`src/rtl/parity_stream_workelement.sv`:
```
// CAPI parity work element: fetches a WED, XORs NUM_STRIPES source lines per 128-byte line,
// writes each parity line back and finishes with a status word written into the WED.
module parity_stream_workelement #(
  parameter int unsigned NUM_STRIPES   = 2,   // legal range 2..14
  parameter int unsigned STATUS_OFFSET = 120
) (
  input  logic         clock,
  input  logic         reset,
  input  logic         enable,
  input  logic [63:0]  job_address,
  input  logic [7:0]   command_room,
  output logic         command_valid,
  output logic [12:0]  command_code,
  output logic         command_code_parity,
  output logic [7:0]   command_tag,
  output logic         command_tag_parity,
  output logic [63:0]  command_address,
  output logic         command_address_parity,
  output logic [11:0]  command_size,
  output logic [2:0]   command_abt,
  output logic [15:0]  command_context_handle,
  input  logic         buffer_write_valid,
  input  logic [7:0]   buffer_write_tag,
  input  logic [5:0]   buffer_write_address,
  input  logic [511:0] buffer_write_data,
  input  logic         buffer_read_valid,
  input  logic [7:0]   buffer_read_tag,
  input  logic [5:0]   buffer_read_address,
  output logic [511:0] buffer_read_data,
  output logic [7:0]   buffer_read_parity,
  output logic [3:0]   buffer_read_latency,
  input  logic         response_valid,
  input  logic [7:0]   response_tag,
  input  logic [7:0]   response_code,
  output logic         busy,
  output logic         error,
  output logic [31:0]  lines_done
);

  localparam int unsigned StripeW = $clog2(NUM_STRIPES);
  localparam logic [12:0] CmdReadClNa = 13'h0a00;
  localparam logic [12:0] CmdWriteNa  = 13'h0d00;
  localparam logic [7:0]  TagWed      = 8'h00;
  localparam logic [7:0]  TagParity   = 8'h20;
  localparam logic [7:0]  TagStatus   = 8'h21;

  typedef enum logic [3:0] {
    StIdle, StWedReq, StWedWait, StReadReq, StReadWait,
    StWriteReq, StWriteWait, StStatusReq, StStatusWait, StFinished
  } state_e;

  state_e state_q, state_d;

  logic [StripeW-1:0] stripe_q;
  logic [63:0]        offset_q, size_q, parity_ptr_q;
  logic [63:0]        stripe_ptr_q [NUM_STRIPES];
  logic [511:0]       acc_q [2];
  logic               cmd_valid_q;
  logic [12:0]        cmd_code_q;
  logic [7:0]         cmd_tag_q;
  logic [63:0]        cmd_addr_q;
  logic [11:0]        cmd_size_q;
  logic [511:0]       read_data_q;
  logic               error_q;
  logic [31:0]        lines_q;

  logic        is_req, is_wait, issue, resp_hit, resp_ok, last_stripe, last_line;
  logic [7:0]  wait_tag;
  logic [64:0] next_offset, size_round;

  logic unused_addr;
  assign unused_addr = ^{buffer_write_address[5:1], buffer_read_address[5:1]};

  // Memory is little-endian, while byte 0 of a beat sits in the top bits of the bus.
  function automatic logic [63:0] swap64(input logic [63:0] v);
    logic [63:0] r;
    for (int b = 0; b < 8; b++) r[8*b +: 8] = v[56-8*b +: 8];
    return r;
  endfunction

  always_comb begin
    is_req  = state_q inside {StWedReq, StReadReq, StWriteReq, StStatusReq};
    is_wait = state_q inside {StWedWait, StReadWait, StWriteWait, StStatusWait};
    issue   = enable && is_req && (command_room != 8'd0);
    case (state_q)
      StReadWait:   wait_tag = 8'(stripe_q) + 8'd1;
      StWriteWait:  wait_tag = TagParity;
      StStatusWait: wait_tag = TagStatus;
      default:      wait_tag = TagWed;
    endcase
    resp_hit    = enable && is_wait && response_valid && (response_tag == wait_tag);
    resp_ok     = response_code == 8'h00;
    last_stripe = stripe_q == StripeW'(NUM_STRIPES - 1);
    // 65-bit compare so an offset wrap past 2^64 also counts as covering the size
    next_offset = {1'b0, offset_q} + 65'd128;
    size_round  = ({1'b0, size_q} + 65'd127) & ~65'd127;
    last_line   = next_offset >= size_round;
  end

  always_ff @(posedge clock or negedge reset) begin
    if (!reset) state_q <= StIdle;
    else        state_q <= state_d;
  end

  always_comb begin
    state_d = state_q;
    case (state_q)
      StIdle:      if (enable) state_d = StWedReq;
      StWedReq:    if (issue) state_d = StWedWait;
      StWedWait:   if (resp_hit) state_d = (!resp_ok || size_q == 64'd0) ? StStatusReq : StReadReq;
      StReadReq:   if (issue) state_d = StReadWait;
      StReadWait:  if (resp_hit) state_d = !resp_ok ? StStatusReq :
                                           last_stripe ? StWriteReq : StReadReq;
      StWriteReq:  if (issue) state_d = StWriteWait;
      StWriteWait: if (resp_hit) state_d = (!resp_ok || last_line) ? StStatusReq : StReadReq;
      StStatusReq: if (issue) state_d = StStatusWait;
      StStatusWait: if (resp_hit) state_d = StFinished;
      default:     state_d = state_q;
    endcase
  end

  always_ff @(posedge clock or negedge reset) begin
    if (!reset) begin
      stripe_q     <= '0;
      offset_q     <= '0;
      size_q       <= '0;
      parity_ptr_q <= '0;
      for (int i = 0; i < NUM_STRIPES; i++) stripe_ptr_q[i] <= '0;
      acc_q[0]     <= '0;
      acc_q[1]     <= '0;
      cmd_valid_q  <= 1'b0;
      cmd_code_q   <= '0;
      cmd_tag_q    <= '0;
      cmd_addr_q   <= '0;
      cmd_size_q   <= '0;
      read_data_q  <= '0;
      error_q      <= 1'b0;
      lines_q      <= '0;
    end else if (enable) begin
      cmd_valid_q <= issue;
      if (issue) begin
        case (state_q)
          StWedReq: begin
            cmd_code_q <= CmdReadClNa; cmd_tag_q <= TagWed;
            cmd_addr_q <= job_address; cmd_size_q <= 12'd128;
          end
          StReadReq: begin
            cmd_code_q <= CmdReadClNa; cmd_tag_q <= 8'(stripe_q) + 8'd1;
            cmd_addr_q <= stripe_ptr_q[stripe_q] + offset_q; cmd_size_q <= 12'd128;
          end
          StWriteReq: begin
            cmd_code_q <= CmdWriteNa; cmd_tag_q <= TagParity;
            cmd_addr_q <= parity_ptr_q + offset_q; cmd_size_q <= 12'd128;
          end
          default: begin
            cmd_code_q <= CmdWriteNa; cmd_tag_q <= TagStatus;
            cmd_addr_q <= job_address + 64'(STATUS_OFFSET); cmd_size_q <= 12'd8;
          end
        endcase
      end
      if (state_q == StWedWait && buffer_write_valid && buffer_write_tag == TagWed) begin
        if (!buffer_write_address[0]) begin
          size_q       <= swap64(buffer_write_data[511 -: 64]);
          parity_ptr_q <= swap64(buffer_write_data[447 -: 64]);
        end
        for (int i = 0; i < NUM_STRIPES; i++) begin
          if (buffer_write_address[0] == 1'((16 + 8 * i) / 64))
            stripe_ptr_q[i] <= swap64(buffer_write_data[511 - 8 * ((16 + 8 * i) % 64) -: 64]);
        end
      end
      if (state_q == StReadWait && buffer_write_valid && buffer_write_tag == wait_tag) begin
        acc_q[buffer_write_address[0]] <= (stripe_q == '0) ? buffer_write_data :
                                          acc_q[buffer_write_address[0]] ^ buffer_write_data;
      end
      if (state_q == StWriteWait && buffer_read_valid && buffer_read_tag == TagParity)
        read_data_q <= acc_q[buffer_read_address[0]];
      if (state_q == StStatusReq)
        read_data_q <= {swap64(error_q ? 64'd2 : 64'd1), 448'd0};
      if (resp_hit) begin
        if (!resp_ok) begin
          if (state_q != StStatusWait) error_q <= 1'b1;
        end else begin
          case (state_q)
            StWedWait:   stripe_q <= '0;
            StReadWait:  stripe_q <= last_stripe ? '0 : stripe_q + 1'b1;
            StWriteWait: begin
              lines_q  <= lines_q + 32'd1;
              offset_q <= next_offset[63:0];
              stripe_q <= '0;
            end
            default: ;
          endcase
        end
      end
    end
  end

  always_comb begin
    busy                   = !(state_q inside {StIdle, StFinished});
    command_valid          = cmd_valid_q && enable;
    command_code           = cmd_code_q;
    command_code_parity    = ~^cmd_code_q;
    command_tag            = cmd_tag_q;
    command_tag_parity     = ~^cmd_tag_q;
    command_address        = cmd_addr_q;
    command_address_parity = ~^cmd_addr_q;
    command_size           = cmd_size_q;
    command_abt            = 3'd0;
    command_context_handle = 16'd0;
    buffer_read_data       = read_data_q;
    buffer_read_latency    = 4'd1;
    for (int k = 0; k < 8; k++) buffer_read_parity[k] = ~^read_data_q[511-64*k -: 64];
    error                  = error_q;
    lines_done             = lines_q;
  end

endmodule

```
`config.mk`:
```
export PLATFORM = sky130hd
export DESIGN_NAME = parity_stream_workelement
export DESIGN_NICKNAME = d
export VERILOG_FILES = /design/src/rtl/parity_stream_workelement.sv
export SDC_FILE = /design/constraint.sdc
export NUM_CORES = 2
export LEC_CHECK = 0
export ABC_AREA = 1
export BUFFER_PORTS_ARGS = -buffer_cell sky130_fd_sc_hd__buf_2
export CAP_MARGIN = 20
export CORE_UTILIZATION = 40
export CTS_CLUSTER_DIAMETER = 30
export CTS_CLUSTER_SIZE = 28
export DETAILED_ROUTE_END_ITERATION = 8
export MAX_ROUTING_LAYER = met4
export PLACE_DENSITY_LB_ADDON = 0.08
export SLEW_MARGIN = 25
export SYNTH_ARGS = -nofsm -noshare
export SYNTH_HDL_FRONTEND = slang
export SYNTH_SLANG_ARGS = --single-unit
```
`constraint.sdc`:
```
create_clock -name clock -period 9.3 [get_ports clock]
set_clock_uncertainty 0.05 [all_clocks]
set_input_delay 1.395 -clock clock [delete_from_list [all_inputs] [get_ports clock]]
set_output_delay 1.395 -clock clock [all_outputs]
set_load 0.005 [all_outputs]
```
---- After elaboration in Yosys (flattened, before gate mapping) ----
Cells that the tools add are included.
storage, ports and cells
  register bits ........................... 1,992
  latch bits .............................. 0
  bits in writable memories ............... 0
  memory bits (read-only) ................. 0
  bits of input ports ..................... 634
  output and inout bits ................... 678
  logic and storage cells ................. 145
  memories ................................ 0
cells by class
  add/sub/neg operators ................... 8
  $mul .................................... 0
  div/mod/pow operators ................... 0
  $lt $le $gt $ge ......................... 5
  eq/ne operators ......................... 22
  shift-type cells ........................ 0
  multiplexer cells ....................... 37
  bitwise operators ....................... 6
  reduce and logical (&&, ||, !) cells .... 50
operators by type and width
  kind                     number
  $mux W512                10
  $bwmux W1024             1
  $reduce_xnor A64 Y1      9
  $demux W512 S1           1
  $xor A512 B512 Y512      1
  $mux W64                 3
  $pmux W64 S3             1
  $add A64 B64 Y64         2
  $add A64 B7 Y65 const B  1
  $add A64 B8 Y65 const B  1
  $ge A65 B65 Y1           1
  $add A64 B7 Y64 const B  1
  $logic_not A64 Y1        1
  $mux W4                  9
  $pmux W4 S9              1
  $add A32 B1 Y32 const B  1
  $pmux W8 S3              1
  $ne A2 B2 Y1 const B     9
  $pmux W6 S3              1
  $eq A4 B3 Y1 const B     4
  $eq A8 B8 Y1             2
  $logic_not A8 Y1         2
  $logic_and A1 B1 Y1      13
  $reduce_xnor A13 Y1      1
  31 further kinds         51

---- Longest topological paths before layout ----
  word-level depth ........................ 7
  gate-level depth with buffers ........... 27
  gate-level depth less buffers ........... 27

---- Least setup slack after synthesis ----
Ideal clock, no wire load.
  path type ............................... reg-to-reg
  start point ............................. register state_q[0]
  end point ............................... register cmd_addr_q[63], in the netlist command_address[63]
  library setup time ...................... 0.121 ns
  arrival time ............................ 3.202 ns
  data required time ...................... 9.129 ns
  slack ................................... 5.926 ns
  cell stages (with the launch flop) ...... 26
  path buffers ............................ 3
  clock period less this slack ............ 3.374 ns
  cell sequence ........................... dfrtp_1 > inv_2 > nor2_1 > nand2_1 > clkbuf_1 > clkbuf_1 > buf_1 > o211ai_1 > o21ai_0 > ha_1 > inv_1 > fa_1 > inv_1 > nand2_1 > nand2_1 > nand3_1 > nand2_1 > nand2_1 > nand3_1 > nand2_1 > nand3_1 > nand2_1 > nand3_1 > nand2_1 > nand2_1 > nand2_1
on the way
  longest elaborated chain between the ends .. 5
  elaborated cells between the ends (all ways) .. 9
  classes of those cells .................. eq/ne: 4; mux: 1; reduce/logical: 4
ends and longest elaborated chain
  item                                        line     source
  start, declared                             52       state_e state_q, state_d;
  start signal, assigned                      101      if (!reset) state_q <= StIdle;
  start signal, assigned                      102      else state_q <= state_d;
  $eq A4 B1 Y1, or another cell as far along  82, 142
  $reduce_bool A4 Y1                          82       is_req = state_q inside {StWedReq, StReadReq, StWriteReq, StStatusReq};
  $logic_and A1 B1 Y1 (2 in a row)            84       issue = enable && is_req && (command_room != 8'd0);
  $reduce_and A2 Y1 (no source line)          --
  end signal, assigned                        134      cmd_addr_q <= '0;
  end signal, assigned                        145      cmd_addr_q <= job_address; cmd_size_q <= 12'd128;
  end signal, assigned                        149      cmd_addr_q <= stripe_ptr_q[stripe_q] + offset_q; cmd_size_q <= 12'd128;
  end, declared                               61       logic [63:0] cmd_addr_q;
Parallel ways exist; a longest one is shown, timed or not.
A chain may end at the register's enable or synchronous reset.

---- Worst setup path in the final report ----
  start point ............................. register stripe_q, in the netlist last_stripe
  end point ............................... register acc_q[628] (netlist bit)
on the way
  longest elaborated chain between the ends .. 5
  elaborated cells between the ends (all ways) .. 7
  classes of those cells .................. add/sub: 1; eq/ne: 1; mux: 3; reduce/logical: 2
ends and longest elaborated chain
  item                                line  source
  start, declared                     54    logic [StripeW-1:0] stripe_q;
  start signal, assigned              185   StReadWait: stripe_q <= last_stripe ? '0 : stripe_q + 1'b1;
  $add A1 B1 Y2                       86    StReadWait: wait_tag = 8'(stripe_q) + 8'd1;
  $pmux W8 S3                         85    case (state_q)
  $eq A8 B8 Y1                        171   if (state_q == StReadWait && buffer_write_valid && buffer_write_tag == wait_tag) begin
  $logic_and A1 B1 Y1                 171
  $reduce_and A2 Y1 (no source line)  --
  end signal, assigned by index       172   acc_q[buffer_write_address[0]] <= (stripe_q == '0) ? buffer_write_data :
  end, declared                       57    logic [511:0] acc_q [2];
Parallel ways exist; a longest one is shown, timed or not.

==> flow_summary_export.csv <==
group,metric,value,unit
status,status,"complete, no violations",
timing,timing.hold.ws,0.338,ns
timing,fmax,0.210,GHz
detailed_routing,num_vias,101329,
cts,ctsHoldBuffers,0,
worst_setup_path,critPathKind,"reg -> reg",
timing,rsz0062_at_grt,"false",
detailed_routing,drtPass1Iterations,6,
worst_setup_path,crit_arrival,5.61,ns
pwr,vdd_drop_max,187,uV
worst_setup_path,worstPathRequired,10.14,ns
timing,tightestPinTransition,1.15,ns
worst_setup_path,worstPathCellList,"inv_8 > nand2_1 > nand2_1 > xor2_1 > nand3_4 > buf_12 > buf_12 > buf_4 > nand2_1 > o21ai_1",
finish,multiInputGateArea,0.0533,mm^2
cts,cts_setup_buffers,0,
place,pre_cts_ws,4.03,ns
yosys,synth_edf_count,0,
global_route,overflow,0,
floorplan,rows,193,
worst_setup_path,cpMostUsedCell,"nand2_1",
floorplan,start_util,0.403,
pwr,power.density,202,mW/mm^2
detailed_routing,wl_per_cell,20.9,um
yosys,ys_async_sr_fraction,1.00,
floorplan,die_x,530,um
yosys,yosysWarnings,0,
cts,h-tree-depth,6,
place,gp_congestion,1.01,
cts,cts-root-buf,"clkbuf_16",
cts,clock_sinks,1960,
min_path,hp-class,"in -> async",
cts,insertion_delay,1.00,ns
place,placed_area,0.120,mm^2
finish,syn2layout_area_growth,24.9,%
worst_setup_path,end_kind,"flip-flop",
yosys,syn_area,0.112,mm^2
floorplan,core,0.277,mm^2
detailed_routing,wirelength,424000,um
timing,min_period,4.76,ns
cts,cts.repair.resized,0,
detailed_routing,drtIter0Drc,7614,
yosys,ys_seq_elements,1960,
worst_setup_path,path_max_fanout,208,
finish,fill_cells,27540,
yosys,yosysSeqAreaShare,0.440,
finish,seq_area,0.0491,mm^2
cts,clkSlewWorstSetupHoldPaths,0.04,ns
global_route,antenna_found_initial,154,
timing,min_period_over_period,0.512,
finish,nets,16713,
worst_setup_path,cp_slowest_stage_delay,0.88,ns
yosys,syn_area_per_cell,7.50,um^2
floorplan,die_area,0.281,mm^2
finish,drive_gt1_frac,0.139,
place,dp.final_hpwl,308000,um
global_route,grt_max_degree,244,
finish,fin_area,0.139,mm^2
run,maxCapViolations,0,
timing,finalWorstSetupSlack,4.54,ns
yosys,syn_inst,14885,
timing,slew_headroom,0.234,
global_route,grt_util_all_layers,0.305,
worst_setup_path,cp_slowest_cell,"buf_4",
timing,finalSetupViolCount,0,
detailed_routing,ant_nets,0,
cts,cts_made_buffers,530,
timing,tns,0,ns
cts,cts_buffer_depth,4,
detailed_routing,drc,0,
yosys,synth.distinct_cells,48,
yosys,ys.flop_type,"dfrtp_1",
cts,cts_tree,"yes",
global_route,grt_pass1_vias,95602,
timing,final_hold_viol_count,0,
timing,drv_slew,0,
place,io_buffers,1254,
floorplan,pin_count,1312,
detailed_routing,viasPerCell,5.01,
global_route,grt_pass1_wl,626000,um
pwr,p_leak,64.6,nW
worst_setup_path,start_kind,"flip-flop",
floorplan,dieHeight,530,um
[cells in the final DEF (no fill, tap or decap), drive strengths merged, types with 53 or more instances in the layout]
| cell | n |
|---|---|
| xnor2 | 458 |
| o21ai | 2727 |
| bufinv | 53 |
| mux2i | 72 |
| nor3 | 121 |
| nand4 | 108 |
| inv | 1599 |
| clkinv | 130 |
| nor2 | 594 |
| a21oi | 785 |
| diode | 150 |
| xor2 | 778 |
| nand2 | 4221 |
| clkbuf | 720 |
| ha | 117 |
| o211ai | 74 |
| nand3 | 268 |
| dfrtp | 1960 |
| buf | 1358 |
[layout make-up]
cell class	instances	area share
multi-input cells	10537	0.382
flip-flops and latches	1960	0.352
clock buffers	720	0.108
repair buffers	1358	0.0537
inverters	1574	0.0426
well taps	3705	0.0333
clock inverters	239	0.0254
diodes	150	0.00269
[routing by layer]
layer / track usage / wire length [um] / up-vias / part of all wire
li1: - / - / 50190 / -
met1: 0.395 / 185000 / 47204 / 0.44
met2: 0.445 / 184000 / 3135 / 0.43
met3: 0.0678 / 31200 / 800 / 0.074
met4: 0.156 / 23900 / 0 / 0.056
met5: - / 0 / - / 0
[through the flow]
| stage | total power [W] | utilization | instances |
|---|---|---|---|
| after floorplan | 0.00894 | - | 14930 |
| after global placement | 0.00948 | 0.435 | 19133 |
| after detailed placement | 0.00947 | 0.435 | 19133 |
| after CTS | 0.0284 | 0.502 | 20092 |
| after global routing | 0.0289 | 0.503 | 20226 |
| final | 0.0281 | 0.503 | 20243 |
[registers in the layout, indices dropped and copies added, names as in the netlist]
signal,cells
command_address,64
parity_ptr_q,64
lines_done,32
command_size,2
state_q,4
command_code,3
error,1
offset_q,57
size_q,64
stripe_ptr_q,128
command_tag,3
acc_q,1024
cmd_valid_q,1
buffer_read_data,512
last_stripe,1
[logic make-up after synthesis]
group,synth area share
XOR/XNOR,0.0970
AND/OR/NAND/NOR,0.192
adder cells (fa/ha/maj),0.0133
AO/OA/AOI/OAI,0.166
other,0.0000673
multiplexers,0.00646
buffers and inverters,0.0852
flip-flops,0.440
[critical path: cells and delay by family (launching register included)]
family / cells / cell delay (ns)
AOI/OAI and AO/OA: 1 / 0.11
xor gates and xnor gates: 1 / 0.22
buffers and inverters: 4 / 2.29
DFF: 1 / 0.80
and+or+nand+nor: 4 / 0.72
[final timing paths]
| path | start | end | slack (ns) | cells after the start |
|---|---|---|---|---|
| setup / recovery | last_stripe | acc_q[628] | 4.54 | 10 |
| hold / removal | reset | lines_done[29] | 0.34 | 1 |
| setup reg to reg | last_stripe | acc_q[628] | 4.54 | 10 |
| hold reg to reg | acc_q[537] | acc_q[537] | 0.43 | 2 |
| max in group asynchronous | reset | buffer_read_data[235] | 6.67 | 3 |
| min in group clock | acc_q[537] | acc_q[537] | 0.43 | 2 |
[cells in the mapped netlist, types with 133 or more instances]
cell type	number	share of area
dfrtp_1	1960	0.44
nor2_1	591	0.020
xnor2_1	458	0.036
buf_1	133	0.0045
xor2_1	778	0.061
o21ai_1	912	0.041
inv_1	1567	0.053
nand3_1	268	0.012
nand2_1	4220	0.14
clkbuf_1	528	0.018
a21oi_1	785	0.035
buf_2	148	0.0066
o21ai_0	1815	0.081
[power breakdown]
group	leakage, nW	total (W)	internal, W	switching (W)
combinational	29.2	0.000787	0.000186	0.000601
sequential	26.3	0.00856	0.00856	0.00000000430
clock	9.04	0.0188	0.0128	0.00592
Note: power is estimated with default switching activity, not from simulation.
